[src/rtl/writeback_xcpt_arbiter_pkg.sv]
// writeback_xcpt_arbiter_pkg: exception type enum, writeback request / RoB exception structs, rob_idx_t and record builder
package writeback_xcpt_arbiter_pkg;
  localparam int XLEN = 32;
  localparam int DEF_ROB_IDX_W = 3;
  typedef logic [DEF_ROB_IDX_W-1:0] rob_idx_t;
  typedef enum logic [2:0] {
    xcpt_none,
    iTlb_miss,
    fetch_bus_error,
    illegal_instr,
    overflow,
    cache_addr_fault,
    dTlb_miss,
    cache_bus_error
  } xcpt_type_t;
  typedef struct packed {
    logic itlb_miss;
    logic bus_error;
    logic [XLEN-1:0] xcpt_pc;
    logic [XLEN-1:0] addr_val;
  } fetch_wb_t;
  typedef struct packed {
    logic illegal_instr;
    logic [XLEN-1:0] xcpt_pc;
  } decode_wb_t;
  typedef struct packed {
    logic overflow;
    logic [XLEN-1:0] xcpt_pc;
  } arith_wb_t;
  typedef struct packed {
    logic addr_fault;
    logic dtlb_miss;
    logic bus_error;
    logic [XLEN-1:0] xcpt_pc;
    logic [XLEN-1:0] addr_val;
  } cache_wb_t;
  typedef struct packed {
    fetch_wb_t fetch;
    decode_wb_t decode;
    arith_wb_t alu;
    arith_wb_t mul;
    cache_wb_t cache;
  } writeback_request_t;
  typedef struct packed {
    logic valid;
    xcpt_type_t xcpt_type;
    logic [XLEN-1:0] pc;
    logic [XLEN-1:0] addr_val;
  } reorder_buffer_xcpt_info_t;
  function automatic reorder_buffer_xcpt_info_t mk_info(input xcpt_type_t t, input logic [XLEN-1:0] pc, input logic [XLEN-1:0] addr_val);
    return '{valid: 1'b1, xcpt_type: t, pc: pc, addr_val: addr_val};
  endfunction
endpackage

[src/rtl/writeback_xcpt_arbiter_decode.sv]
// writeback_xcpt_decode: fixed-priority translation of one writeback request (req) into one RoB exception record (info)
module writeback_xcpt_decode
  import writeback_xcpt_arbiter_pkg::*;
(
  input  writeback_request_t        req,
  output reorder_buffer_xcpt_info_t info
);
  assign info = req.fetch.itlb_miss     ? mk_info(iTlb_miss, req.fetch.xcpt_pc, req.fetch.addr_val)
              : req.fetch.bus_error     ? mk_info(fetch_bus_error, req.fetch.xcpt_pc, req.fetch.addr_val)
              : req.decode.illegal_instr ? mk_info(illegal_instr, req.decode.xcpt_pc, '0)
              : req.alu.overflow        ? mk_info(overflow, req.alu.xcpt_pc, '0)
              : req.mul.overflow        ? mk_info(overflow, req.mul.xcpt_pc, '0)
              : req.cache.addr_fault    ? mk_info(cache_addr_fault, req.cache.xcpt_pc, req.cache.addr_val)
              : req.cache.dtlb_miss     ? mk_info(dTlb_miss, req.cache.xcpt_pc, req.cache.addr_val)
              : req.cache.bus_error     ? mk_info(cache_bus_error, req.cache.xcpt_pc, req.cache.addr_val)
              : '0;
endmodule

[src/rtl/writeback_xcpt_arbiter.sv]
// writeback_xcpt_arbiter: per-channel oldest-exception slots feeding one valid/ready output to the RoB (in: clock, reset, wb_*, rob_head_idx, flush, xcpt_ready; out: xcpt_valid/info/rob_idx, xcpt_pending, xcpt_drop_cnt)
module writeback_xcpt_arbiter
  import writeback_xcpt_arbiter_pkg::*;
#(
  parameter int NUM_WB_CH = 3,
  parameter int ROB_IDX_W = 3,
  parameter int DROP_CNT_W = 8
) (
  input  logic                                  clock,
  input  logic                                  reset,
  input  logic [NUM_WB_CH-1:0]                  wb_valid,
  input  writeback_request_t [NUM_WB_CH-1:0]    wb_req_info,
  input  logic [NUM_WB_CH-1:0][ROB_IDX_W-1:0]   wb_rob_idx,
  input  logic [ROB_IDX_W-1:0]                  rob_head_idx,
  input  logic                                  flush,
  output logic                                  xcpt_valid,
  output reorder_buffer_xcpt_info_t             xcpt_info,
  output logic [ROB_IDX_W-1:0]                  xcpt_rob_idx,
  input  logic                                  xcpt_ready,
  output logic [NUM_WB_CH-1:0]                  xcpt_pending,
  output logic [DROP_CNT_W-1:0]                 xcpt_drop_cnt
);
  localparam int CH_W = $clog2(NUM_WB_CH);
  reorder_buffer_xcpt_info_t [NUM_WB_CH-1:0] dec, slot_info;
  logic [NUM_WB_CH-1:0][ROB_IDX_W-1:0] slot_idx;
  logic [NUM_WB_CH-1:0] slot_valid, inc, take, drop, cap;
  logic [CH_W-1:0] sel;
  logic sel_any, load;
  logic [DROP_CNT_W+3:0] drop_sum;
  function automatic logic [ROB_IDX_W-1:0] age(input logic [ROB_IDX_W-1:0] idx);
    return idx - rob_head_idx;
  endfunction
  for (genvar c = 0; c < NUM_WB_CH; c++) begin : g_dec
    writeback_xcpt_decode u_dec (.req(wb_req_info[c]), .info(dec[c]));
  end
  assign xcpt_valid = xcpt_info.valid;
  assign xcpt_pending = slot_valid;
  assign load = !xcpt_valid || xcpt_ready;
  always_comb begin
    sel = '0;
    sel_any = 1'b0;
    for (int i = 0; i < NUM_WB_CH; i++)
      if (slot_valid[i] && (!sel_any || age(slot_idx[i]) < age(slot_idx[sel]))) begin
        sel = CH_W'(i);
        sel_any = 1'b1;
      end
  end
  always_comb begin
    for (int i = 0; i < NUM_WB_CH; i++) begin
      take[i] = load && sel_any && sel == CH_W'(i);
      inc[i] = wb_valid[i] && dec[i].valid;
      drop[i] = inc[i] && slot_valid[i] && !take[i];
      cap[i] = inc[i] && (!(slot_valid[i] && !take[i]) || age(wb_rob_idx[i]) < age(slot_idx[i]));
    end
    drop_sum = {4'b0, xcpt_drop_cnt} + (DROP_CNT_W+4)'($countones(drop));
  end
  always_ff @(posedge clock or posedge reset)
    if (reset) begin
      slot_valid <= '0;
      slot_info <= '0;
      slot_idx <= '0;
      xcpt_info <= '0;
      xcpt_rob_idx <= '0;
      xcpt_drop_cnt <= '0;
    end else if (flush) begin
      slot_valid <= '0;
      xcpt_info <= '0;
      xcpt_rob_idx <= '0;
    end else begin
      xcpt_drop_cnt <= |drop_sum[DROP_CNT_W+3:DROP_CNT_W] ? '1 : drop_sum[DROP_CNT_W-1:0];
      if (load) begin
        xcpt_info <= sel_any ? slot_info[sel] : '0;
        xcpt_rob_idx <= sel_any ? slot_idx[sel] : '0;
      end
      for (int i = 0; i < NUM_WB_CH; i++) begin
        if (take[i]) slot_valid[i] <= 1'b0;
        if (cap[i]) begin
          slot_valid[i] <= 1'b1;
          slot_info[i] <= dec[i];
          slot_idx[i] <= wb_rob_idx[i];
        end
      end
    end
endmodule

[config.mk]
export PLATFORM = sky130hd
export DESIGN_NAME = writeback_xcpt_arbiter
export DESIGN_NICKNAME = d
export VERILOG_FILES = /design/src/rtl/writeback_xcpt_arbiter_pkg.sv /design/src/rtl/writeback_xcpt_arbiter_decode.sv /design/src/rtl/writeback_xcpt_arbiter.sv
export SDC_FILE = /design/constraint.sdc
export NUM_CORES = 1
export LEC_CHECK = 0
export ABC_AREA = 1
export CAP_MARGIN = 20
export CORE_AREA = 2 2 313 315
export DETAILED_ROUTE_END_ITERATION = 6
export DIE_AREA = 0 0 315 317
export PLACE_DENSITY = 0.42
export SYNTH_ARGS = -nofsm -noshare
export SYNTH_HDL_FRONTEND = slang
export SYNTH_SLANG_ARGS = --single-unit
[constraint.sdc]
create_clock -name clock -period 8.6 [get_ports clock]
set_input_delay 0.86 -clock clock [delete_from_list [all_inputs] [get_ports clock]]
set_output_delay 0.86 -clock clock [all_outputs]
set_load 0.01 [all_outputs]
==> flow_metrics.tcl <==
set metrics [dict create \
    status "finished clean" \
    syn_area_mm2 0.0200 \
    antenna_found_initial 6 \
    cp_max_fo 10 \
    power.total_uw 5640 \
    post-route-drc-count 0 \
    drtIter0Drc 1284 \
    start_util_pct 20.7 \
    clkSinkCount 295 \
    startpoint_type "input port" \
    synth_top_area_cell "dfrtp_1" \
    placed_area_mm2 0.0289 \
    fin_skew_ps 21.2 \
    fmax_mhz 145 \
    htree_levels 2 \
    ys_ff_latch 295 \
    slew_headroom_pct 27.5 \
    setup_viol 0 \
    synth_async_sr_flop_share_pct 100 \
    path_clk_slew_ps 60 \
    synthCells 3246 \
    stdcell_area_mm2 0.0303 \
    cts_hold_buf 0 \
    drt-total-wl_mm 106 \
    syn2layout_area_growth_pct 51.8 \
    final_layout_size_suffix_gt1_share_pct 3.49 \
    slew_violations 0 \
    hold_class "reg -> reg" \
    cts_buffers 40 \
    clock_tree.buffer_depth 3 \
    tns_ps 0 \
    synth_area_per_cell_um2 6.15 \
    place.detailed.hpwl_mm 79.8 \
    clock_latency_ps 570 \
    fp.dieW_um 315 \
    synth_edf_count 0 \
    arrival_ps 7340 \
    n_fill_cell 10800 \
    cts_setup_buffers 0 \
    gp_congestion 0.863 \
    tritoncts "yes" \
    worstPathRequired_ps 9040 \
    num_rows 114 \
    num_antenna_cells 0 \
    cts_resized 0 \
    ys.flop_type "dfrtp_1" \
    synth.top_cells.by_area "dfrtp_1, nand2_1, nand3_1, inv_1, nor2_1" \
    synth_top_cell_area_share_pct 37.0 \
    num_vias 22400 \
    nNetsFinal 4666 \
    worst_pin_slew_ps 1090 \
    synthesis.nets 3989 \
    ys_seq_area_share_pct 37.0 \
    cpMostUsedCell "nand2_1" \
    rsz0062_at_grt "no" \
    ir_drop_mv 0.116 \
    hold_viol 0 \
    cp_slowest_cell "clkdlybuf4s50_1" \
    grt_usage_pct 20.6 \
    yosysMostFrequentCell "nand2_1" \
    p_leak_uw 0.0153 \
    avgRoutedWirePerCell_um 20.3 \
    clockRootBuffer "clkbuf_16" \
    worstSetupPathType "in -> reg" \
    synthTopCellsByCount "nand2_1, nand3_1, dfrtp_1" \
    io_buffer_count 797 \
    cp_slowest_stage_delay_ps 660 \
    die_h_um 317 \
    crit_path_end_kind "flip-flop" \
    dieArea_mm2 0.0999 \
    grt_pass1_vias 22400 \
    cap_violations 0 \
    grt_first_pass_wirelength_mm 153 \
    num_io_pins 798 \
    drtPass1Iterations 5 \
    coreArea_mm2 0.0963 \
    power.density_mw_per_mm2 186 \
    netlist-cell-type-count 35 \
    grt_max_degree 73 \
    antenna_left 0 \
    synth_warnings 0 \
    period_minus_slack_ps 6900 \
    grt-ovfl-total 0 \
    avgViaCountPerCell 4.28 \
    period_share_pct 80.2 \
]
## layout make-up
class	instances	area, um2	area share [%]
timing repair buffer	841	8310	27.4
inverter	226	858	2.83
multi-input combinational	2519	10800	35.5
clock inverter	13	231	0.764
clock buffer	58	1150	3.80
sequential	295	7380	24.4
tap	1276	1600	5.27
## path summary, 6_finish.rpt
path / slack (ps) / depth (start not counted) / endpoint / start
max: 1700 / 32 / xcpt_drop_cnt[7]$_DFFE_PP0N_ / rob_head_idx[0]
min: 460 / 1 / slot_info[203]$_DFFE_PP0P_ / slot_info[203]$_DFFE_PP0P_
max reg2reg: 2240 / 32 / xcpt_drop_cnt[7]$_DFFE_PP0N_ / slot_idx[0]$_DFFE_PP0P_
min reg2reg: 460 / 1 / slot_info[203]$_DFFE_PP0P_ / slot_info[203]$_DFFE_PP0P_
max in group asynchronous: 5980 / 4 / slot_info[115]$_DFFE_PP0P_ / reset
min in group asynchronous: 1000 / 3 / xcpt_info[9]$_DFFE_PP0P_ / reset
## cell usage in the layout, fill, tap and decap left out, types with 9 or more instances in the layout
cell type,count
ha_1,19
buf_4,43
clkdlybuf4s50_1,795
clkbuf_16,41
fa_1,9
xor2_1,11
nand2_1,1648
dfrtp_1,295
nor2_1,214
a21oi_1,110
inv_1,215
o21ai_0,143
nand3_1,315
clkbuf_1,11
## per-layer routing
metal,part of all wire (%),track usage (%)
met5,0.052,0
met4,1.5,3.46
met3,5.9,3.89
met2,49,36.1
met1,43,26.5
## state kept, by name, indices dropped and copies added (netlist names)
| register | flops |
|---|---|
| xcpt_drop_cnt | 8 |
| slot_idx | 9 |
| slot_info | 204 |
| xcpt_info | 67 |
| xcpt_rob_idx | 3 |
| xcpt_pending | 3 |
| xcpt_valid | 1 |
## where the power goes
group	internal, uW	switching [uW]
Clock	1080	690
Sequential	1710	204
Combinational	826	1140
Total	3610	2030
## stage by stage
| step | utilization, % | cells | worst slack (ps) | hold slack [ps] |
|---|---|---|---|---|
| after detailed placement | 30.0 | 5157 | 1080 | 451 |
| final | 31.5 | 5228 | 1700 | 461 |
| after CTS | 31.5 | 5228 | 1670 | 466 |
| after floorplan | - | 3246 | 2250 | 434 |
| after global routing | 31.5 | 5228 | 1120 | 487 |
| after global placement | 30.0 | 5157 | 1110 | 447 |
## critical path, delay by kind of cell
family / cells / cell delay [ps]
AO/OA/AOI/OAI: 3 / 500
XOR/XNOR: 4 / 710
AND/OR/NAND/NOR: 13 / 1660
adder cells (fa/ha/maj): 9 / 2840
buffers and inverters: 3 / 740
## logic make-up (layout without fill, tap and decap cells)
group / after synthesis / count (layout) / synth area share [%]
and+or+nand+nor: 2208 / 2208 / 44.1
xor gates and xnor gates: 17 / 17 / 0.746
AOI/OAI and AO/OA: 266 / 266 / 6.77
DFF: 295 / 295 / 37.0
adders and majority gates: 28 / 28 / 2.09
buffers and inverters: 432 / 1138 / 9.25
(Power assumes the default switching activity.)
